## config.mk

```make
export PLATFORM = sky130hd
export DESIGN_NAME = hub75_rx_flat
export DESIGN_NICKNAME = d
export VERILOG_FILES = /design/src/rtl/hub75_rx_if.sv /design/src/rtl/hub75_rx.sv /design/src/flat_wrapper.sv
export SDC_FILE = /design/constraint.sdc
export NUM_CORES = 1
export LEC_CHECK = 0
export ABC_CLOCK_PERIOD_IN_PS = 8600
export CORE_ASPECT_RATIO = 0.75
export CORE_UTILIZATION = 57
export DETAILED_ROUTE_END_ITERATION = 8
export HOLD_SLACK_MARGIN = 0.05
export PLACE_DENSITY = 0.73
export SETUP_SLACK_MARGIN = 0.3
export SLEW_MARGIN = 0
export SYNTH_ARGS = -nofsm -noshare
export SYNTH_HDL_FRONTEND = slang
export SYNTH_SLANG_ARGS = --single-unit
```

## constraint.sdc

```tcl
create_clock -name clk -period 8.6 [get_ports clk]
set_clock_uncertainty 0.2 [all_clocks]
set_input_delay 2.58 -clock clk [delete_from_list [all_inputs] [get_ports clk]]
set_output_delay 2.58 -clock clk [all_outputs]
set_load 0.02 [all_outputs]
```

## src/rtl/hub75_rx_if.sv

```systemverilog
// Capture-write channel from the HUB75 receiver to the frame-store sink.
// A write transfers on every rising clk edge where wr_valid and wr_ready are both high;
// while wr_valid is high and wr_ready is low, wr_addr and wr_data hold steady.
interface hub75_rx_if;
  logic        wr_valid;
  logic        wr_ready;
  logic [11:0] wr_addr;
  logic [3:0]  wr_data;

  modport master (output wr_valid, output wr_addr, output wr_data, input wr_ready);
  modport slave  (input wr_valid, input wr_addr, input wr_data, output wr_ready);
endinterface

```

## src/rtl/hub75_rx.sv

```systemverilog
// HUB75 panel receiver: oversamples the shift bus, fills a ping-pong line buffer
// and dumps each latched row as {half,row,col} writes over a valid/ready channel.
module hub75_rx #(
  parameter int COLUMNS = 64,
  parameter int ROWS    = 32
) (
  input  logic              clk,
  input  logic              rst,
  input  logic              pclk,
  input  logic              latch,
  input  logic [4:0]        row_addr,
  input  logic [3:0]        din_a,
  input  logic [3:0]        din_b,
  hub75_rx_if.master        wr,
  output logic              frame_done,
  output logic              line_err,
  output logic              overrun_err,
  input  logic              err_clr,
  output logic [1:0]        dbg_state
);

  localparam logic [1:0] S_IDLE = 2'd0;
  localparam logic [1:0] S_DUMP = 2'd1;
  localparam logic [1:0] S_DONE = 2'd2;
  localparam int         CW     = $clog2(COLUMNS);
  localparam logic [6:0] COLS   = 7'(COLUMNS);
  localparam logic [6:0] SAT    = 7'(COLUMNS + 1);
  localparam logic [6:0] LAST   = 7'(2 * COLUMNS - 1);
  localparam logic [4:0] ROW_LAST = 5'(ROWS - 1);

  // Bundle layout: {pclk, latch, row_addr, din_a, din_b}, all delayed identically.
  logic [14:0] sync1_q, sync1_d, sync2_q, sync2_d;
  logic        pclk_prev_q, pclk_prev_d, latch_prev_q, latch_prev_d;
  logic [1:0]  state_q, state_d;
  logic [6:0]  idx_q, idx_d;
  logic [6:0]  col_cnt_q, col_cnt_d;
  logic [4:0]  row_q, row_d;
  logic        fill_bank_q, fill_bank_d;
  logic        line_err_q, line_err_d;
  logic        overrun_err_q, overrun_err_d;

  logic [3:0]  buf_a [0:1][0:COLUMNS-1];
  logic [3:0]  buf_b [0:1][0:COLUMNS-1];

  logic        pclk_s, latch_s, pclk_rise, latch_rise, fill_we;
  logic        line_set, overrun_set, top_half, rd_bank;
  logic [4:0]  row_s;
  logic [3:0]  din_a_s, din_b_s;
  logic [6:0]  col_idx;

  assign pclk_s     = sync2_q[14];
  assign latch_s    = sync2_q[13];
  assign row_s      = sync2_q[12:8];
  assign din_a_s    = sync2_q[7:4];
  assign din_b_s    = sync2_q[3:0];
  assign pclk_rise  = pclk_s & ~pclk_prev_q;
  assign latch_rise = latch_s & ~latch_prev_q;
  assign fill_we    = pclk_rise && (col_cnt_q < COLS);

  always_comb begin
    sync1_d       = {pclk, latch, row_addr, din_a, din_b};
    sync2_d       = sync1_q;
    pclk_prev_d   = pclk_s;
    latch_prev_d  = latch_s;
    state_d       = state_q;
    idx_d         = idx_q;
    col_cnt_d     = col_cnt_q;
    row_d         = row_q;
    fill_bank_d   = fill_bank_q;
    line_set      = 1'b0;
    overrun_set   = 1'b0;

    if (pclk_rise && (col_cnt_q != SAT)) col_cnt_d = col_cnt_q + 7'd1;

    case (state_q)
      S_IDLE: begin
        if (latch_rise) begin
          row_d       = row_s;
          fill_bank_d = ~fill_bank_q;
          idx_d       = 7'd0;
          state_d     = S_DUMP;
        end
      end
      S_DUMP: begin
        if (wr.wr_ready) begin
          if (idx_q == LAST) state_d = S_DONE;
          else               idx_d   = idx_q + 7'd1;
        end
      end
      S_DONE:  state_d = S_IDLE;
      default: state_d = S_IDLE;
    endcase

    // Any latch restarts the column count; only one seen in IDLE starts a dump.
    if (latch_rise) begin
      line_set  = (col_cnt_q != COLS);
      col_cnt_d = 7'd0;
      if (state_q != S_IDLE) overrun_set = 1'b1;
    end

    line_err_d    = line_set    | (line_err_q    & ~err_clr);
    overrun_err_d = overrun_set | (overrun_err_q & ~err_clr);
  end

  always_ff @(posedge clk or posedge rst) begin
    if (rst) begin
      sync1_q       <= '0;
      sync2_q       <= '0;
      pclk_prev_q   <= 1'b0;
      latch_prev_q  <= 1'b0;
      state_q       <= S_IDLE;
      idx_q         <= 7'd0;
      col_cnt_q     <= 7'd0;
      row_q         <= 5'd0;
      fill_bank_q   <= 1'b0;
      line_err_q    <= 1'b0;
      overrun_err_q <= 1'b0;
    end else begin
      sync1_q       <= sync1_d;
      sync2_q       <= sync2_d;
      pclk_prev_q   <= pclk_prev_d;
      latch_prev_q  <= latch_prev_d;
      state_q       <= state_d;
      idx_q         <= idx_d;
      col_cnt_q     <= col_cnt_d;
      row_q         <= row_d;
      fill_bank_q   <= fill_bank_d;
      line_err_q    <= line_err_d;
      overrun_err_q <= overrun_err_d;
    end
  end

  // Line buffer is plain storage; its contents survive reset.
  always_ff @(posedge clk) begin
    if (fill_we) begin
      buf_a[fill_bank_q][col_cnt_q[CW-1:0]] <= din_a_s;
      buf_b[fill_bank_q][col_cnt_q[CW-1:0]] <= din_b_s;
    end
  end

  assign top_half = (idx_q < COLS);
  assign col_idx  = top_half ? idx_q : (idx_q - COLS);
  assign rd_bank  = ~fill_bank_q;

  always_comb begin
    wr.wr_valid = 1'b0;
    wr.wr_addr  = 12'h000;
    wr.wr_data  = 4'h0;
    if (state_q == S_DUMP) begin
      wr.wr_valid = 1'b1;
      wr.wr_addr  = {~top_half, row_q, col_idx[5:0]};
      wr.wr_data  = top_half ? buf_a[rd_bank][col_idx[CW-1:0]]
                             : buf_b[rd_bank][col_idx[CW-1:0]];
    end
  end

  assign frame_done  = (state_q == S_DONE) && (row_q == ROW_LAST);
  assign line_err    = line_err_q;
  assign overrun_err = overrun_err_q;
  assign dbg_state   = state_q;

endmodule

```

## src/flat_wrapper.sv

```systemverilog
// flat-port wrapper written by rule: the top's interface ports become plain ports
module hub75_rx_flat 
#(
  parameter int COLUMNS = 64,
  parameter int ROWS    = 32
)
  (clk, rst, pclk, latch, row_addr, din_a, din_b, frame_done, line_err, overrun_err, err_clr, dbg_state, wr_wr_valid, wr_wr_addr, wr_wr_data, wr_wr_ready);
  hub75_rx_if wr_i ();
  input  logic clk;
  input  logic rst;
  input  logic pclk;
  input  logic latch;
  input  logic [4:0] row_addr;
  input  logic [3:0] din_a;
  input  logic [3:0] din_b;
  output logic frame_done;
  output logic line_err;
  output logic overrun_err;
  input  logic err_clr;
  output logic [1:0] dbg_state;
  output wire logic [$bits(wr_i.wr_valid)-1:0] wr_wr_valid;
  output wire logic [$bits(wr_i.wr_addr)-1:0] wr_wr_addr;
  output wire logic [$bits(wr_i.wr_data)-1:0] wr_wr_data;
  input wire logic [$bits(wr_i.wr_ready)-1:0] wr_wr_ready;
  assign wr_wr_valid = wr_i.wr_valid;
  assign wr_wr_addr = wr_i.wr_addr;
  assign wr_wr_data = wr_i.wr_data;
  assign wr_i.wr_ready = wr_wr_ready;
  hub75_rx #(.COLUMNS(COLUMNS), .ROWS(ROWS)) u_core (.clk(clk), .rst(rst), .pclk(pclk), .latch(latch), .row_addr(row_addr), .din_a(din_a), .din_b(din_b), .wr(wr_i), .frame_done(frame_done), .line_err(line_err), .overrun_err(overrun_err), .err_clr(err_clr), .dbg_state(dbg_state));
endmodule
```

; ---- Word level (Yosys, flattened, before mapping)
; Memories as Yosys holds them, arrays and structs flattened.
; Index checks and enable logic that the tools add are counted.
; W data, S select, Z words.
[op_classes]
add_sub_neg = 3
order_cmp = 5
eq_ne = 10
n_mux = 28
n_bitwise = 13
reduce_logical = 11
[op_table]
columns = operator, count
row1 = $mux W256, 1
row2 = $bmux W4 S6, 2
row3 = $mux W7, 5
row4 = $mux W4, 7
row5 = $demux W4 S6, 1
row6 = $add A7 B1 Y7 const B, 2
row7 = $ge A7 B7 Y1 const B, 2
row8 = $lt A7 B7 Y1 const B, 2
row9 = $ne A7 B7 Y1 const B, 2
row10 = $not A6 Y7, 2
row11 = $pmux W7 S2, 1
row12 = $mux W12, 1
row13 = $eq A7 B7 Y1 const B, 1
row14 = $lt A7 B1 Y1 const B, 1
row15 = $mux W2, 3
row16 = $mux W6, 1
row17 = $reduce_bool A2 Y1, 3
row18 = $sub A6 B1 Y6 const B, 1
row19 = $eq A5 B5 Y1 const B, 1
row20 = $mux W1, 5
row21 = $not A1 Y1, 5
row22 = $and A1 B1 Y1, 4
row23 = $logic_and A1 B1 Y1, 4
row24 = $ne A2 B1 Y1 const B, 2
row25 = other kinds (9), 11
[word_totals]
regBits = 56
ramBits = 1024
in_bits = 19
n_memories = 2
[memory_table]
columns = memory, words, width, rd, rd_clocked_by_memory_dff, wr, line_no
row1 = u_core.buf_a, 2, 256, 1, 0, 1, hub75_rx.sv:42  ; logic [3:0] buf_a [0:1][0:COLUMNS-1];
row2 = u_core.buf_b, 2, 256, 1, 0, 1, hub75_rx.sv:43  ; logic [3:0] buf_b [0:1][0:COLUMNS-1];

; ---- Depth between registers and ports, before layout
[logic_depth]
depth_word = 8
mapped_depth = 11
mapped_depth_nobuf = 7

; ---- Worst setup path after synthesis
; Ideal clock, no wire load.
[synth_path]
path_type = reg-to-output
startpoint = register u_core.idx_q[0]
endpoint = output wr_wr_data[0]
arrival_ps = 2342
setup_slack_ps = 3478
stages_incl_launch_ff = 11
path_buffers = 4
path_cell_list = dfrtp_1 clkbuf_1 buf_4 buf_6 nand3b_1 buf_2 o221ai_1 a21oi_1 a211oi_1 nor3_1 o32ai_1
[synth_between]
elab_chain_cells = 8
word_cells_on_any_way = 12
cone_classes = add/sub (1) / order compare (1) / mux (9) / bitwise (1)
[synth_lines]
columns = item, line_no
row1 = start: declaration, hub75_rx.sv:35  ; logic [6:0] idx_q, idx_d;
row2 = start signal: assignment, hub75_rx.sv:124  ; idx_q <= idx_d;
row3 = $sub A6 B1 Y6 / $lt A7 B7 Y1 (equally long branches), "hub75_rx.sv:142, hub75_rx.sv:141"
row4 = $mux W6, hub75_rx.sv:142  ; assign col_idx = top_half ? idx_q : (idx_q - COLS);
row5 = $not A6 Y7 (not written as such), "hub75_rx.sv:152, hub75_rx.sv:153"
row6 = $bmux W4 S6 (on tied branches), "hub75_rx.sv:153, hub75_rx.sv:152"
row7 = $mux W4 (on tied branches) (2 in a row), "hub75_rx.sv:153, hub75_rx.sv:152"
row8 = $mux W4 *, hub75_rx.sv:152  ; wr.wr_data = top_half ? buf_a[rd_bank][col_idx[CW-1:0]]
row9 = $mux W4 *, hub75_rx.sv:149  ; if (state_q == S_DUMP) begin
row10 = end: declaration, flat_wrapper.sv:23  ; output wire logic [$bits(wr_i.wr_data)-1:0] wr_wr_data;
; Mark *: on every way between the ends. The rest lies on a longest branch, timed or not. The select of a mux whose other input is x is not followed.

; ---- Final worst setup path
; Ends and elaborated chain as after synthesis.

==> results.md <==
- Synth async-reset ratio: 5.19%
- Leading cell type in the layout, fill and taps excluded: edfxtp_1
- Period Utilization, post-route: 91.1%
- Detailed Route WL: 102000 um
- Worst-path clk slew: 0.07 ns
- Remaining DRCs: 0
- HPWL after DPL: 62900 um
- Critical Path Fanout Max: 66
- Worst Slack Setup Final: 0.764 ns
- Final core occ: 64.3%
- Worst slew margin: 13.0%
- Worst EP arrival: 5.06 ns
- Worst skew pair latency: 0.68 ns
- Starting DRT DRC Count: 3472
- Final Critical Period: 7.84 ns
- Drt first pass iters: 6
- Final setup violation count: 0
- Warning count from the yosys run: 0
- Ys flop type: edfxtp_1
- Routed vias: 21691
- WL met3: 13500 um
- RSZ-0062 raised after global routing: no
- FF+latch count, synth: 1080
- Worst-path cell chain: buf_12, or3b_2, o221ai_1, a211oi_1, a211oi_1, nor3_1, o32ai_2, clkdlybuf4s50_1
- FMAX: 128 MHz
- Setup_tns: 0 ns
- CP endpoint kind: output pin
- # IOs: 41
- Hold Violations, Final: 0
- Library cells used by synthesis: 59
- Pwr dens: 302 nW/um^2
- Initial Utilization: 58.1%
- Max-cap viol count: 0
- Core box area: 72400 um^2
- DIE HEIGHT: 237 um
- Worst Max-Slew Pin Slew: 1.29 ns
- Top sig layer: met4
- H-tree levels: 3
- Worst EP required: 5.82 ns
- WL/cell: 31.6 um
- Met1 WL: 41400 um
- Startpoint types: flip-flop
- Register area share after synthesis: 76.4%
- Hold_buf cts: 0
- Post-synth EDFFs: 1024
- Dpl ws: 1.35 ns
- Final net count: 2211
- Worst hold slack: 0.150 ns
- Max VDD drop: 0.207 mV
- Number of CTS-inserted buffers: 97
- Hold crit path type: flip-flop to flip-flop
- Slowest CP cell: dfrtp_4
- CTS tree: yes
- Std-Cell Rows: 85
- Wire length on met2: 44400 um
- Clock sink total: 1080
- ANT nets after route: 0
- Die Area: 74900 um^2
- Final Power: 14.1 mW
- Static leakage: 14.6 nW
- Max clock buf depth: 3
- Filler Cell Count: 4700
- Most common cell on crit path: a211oi_1
- Mapped Nets: 2137
- GP Congestion: 0.921
- CP max stage delay: 0.88 ns
- Layout cells sized above 1: 19.3%
- Critical path type: flip-flop to output pin
- Pins Over Slew Limit: 0
- First-pass GRT wire length: 149000 um
- IO buf count: 40
- Area Growth Syn to Fin: 10.7%
- Die Wd: 316 um
- Cells after Synth: 2114
- Gr usage total: 28.0%
- Ant diodes: 0
- Most frequent cells in the layout: 1024 x edfxtp_1, 206 x mux4_2, 172 x nor2_1
- CTS Root Buffer Type: clkbuf_16
- Initial antenna violation count: 2
- Total gr overflow: 0
- Synthesized area per cell: 19.9 um^2
- Outcome: completed
- Synthesized cell area: 42100 um^2
- Vias in the first global route: 21214
- Vias per inst: 6.72
- Largest net degree at the start of global routing: 117
-- cells in the mapped netlist (all sizes together), types with 5 or more instances --
library cell,count,area (um^2)
a211o,11,96.3
a211oi,14,105
a21oi,42,210
a221oi,21,196
a22o,6,52.6
a22oi,15,113
and2,19,119
and3,6,37.5
buf,70,571
clkbuf,47,176
dfrtp,56,1400
edfxtp,1024,30700
inv,10,37.5
mux2,10,113
mux2i,131,1310
mux4,206,4640
nand2,80,300
nand2b,6,37.5
nand3,15,75.1
nand4,8,50.1
nor2,172,646
nor2b,13,81.3
nor3,8,40.0
o21ai,27,135
o221ai,27,236
o22ai,14,87.6
xnor2,5,43.8
-- what timing repair did --
| item | 4_1_cts | 5_1_grt |
|---|---|---|
| setup endpoints to repair | 0 | 2 |
| gates resized for setup | 0 | 2 |
| buffers inserted | 0 | 0 |
-- area by class of cell --
class,instances,area [um^2],area share (%)
timing repair buffer,92,841,1.80
inverter,12,45.0,0.0967
clock inverter,67,609,1.31
multi-input combinational,905,9160,19.7
clock buffer,115,2550,5.47
tap,957,1200,2.57
sequential,1080,32200,69.1
-- stage by stage --
stage                     cell area (um^2)  std cells
after floorplan                      42100       2114
after global routing                 46600       3228
final                                46600       3228
after CTS                            46600       3228
after detailed placement             43400       3046
after global placement               43400       3046
-- worst paths after layout --
path | startpoint | endpoint | slack (ns) | cells past startpoint
worst max-delay path | u_core.idx_q[0] | wr_wr_data[0] | 0.76 | 8
worst min-delay path | u_core.sync1_q[10] | u_core.sync2_q[10] | 0.15 | 0
worst max register to register | u_core.sync2_q[14] | u_core.buf_a[1][110] | 4.85 | 4
worst min register to register | u_core.sync1_q[10] | u_core.sync2_q[10] | 0.15 | 0
max in group asynchronous | rst | u_core.sync2_q[2] | 5.36 | 3
min in group asynchronous | rst | u_core.sync1_q[1] | 1.94 | 2
-- worst max-delay path, delay by kind of cell (launching register included) --
family / cells / cell delay, ns
compound gates: 4 / 1.49
simple gates: 2 / 0.72
buf+inv: 2 / 1.12
flops: 1 / 0.88
-- routing by layer --
metal,vias to the layer above,global-route usage (%)
met2,1498,39.5
met5,-,0
met4,0,7.26
met3,220,7.63
met1,11184,43.5
li1,8789,-
-- flip-flops by register name (all words and copies together), names as in the netlist, 2 cells and up --
signal	count
u_core.buf_b	512
u_core.dbg_state	2
u_core.buf_a	512
u_core.idx_q	7
u_core.sync1_q	15
u_core.col_cnt_q	7
u_core.sync2_q	15
u_core.row_q	5
-- logic make-up (layout without fill, tap and decap cells) --
family | after synthesis | after routing | synth area share (%)
compound gates | 206 | 206 | 3.51
xor+xnor | 9 | 9 | 0.187
fa+ha+maj | 4 | 4 | 0.119
buf+inv | 129 | 286 | 1.88
flops | 1080 | 1080 | 76.4
mux | 347 | 347 | 14.4
simple gates | 339 | 339 | 3.50
-- power by group --
part	total, mW	internal (mW)	switching, mW
Combinational	3.77	1.45	2.32
Clock	4.31	2.40	1.91
Sequential	6.00	5.81	0.191
No activity file was read; power rests on OpenSTA's default activity.
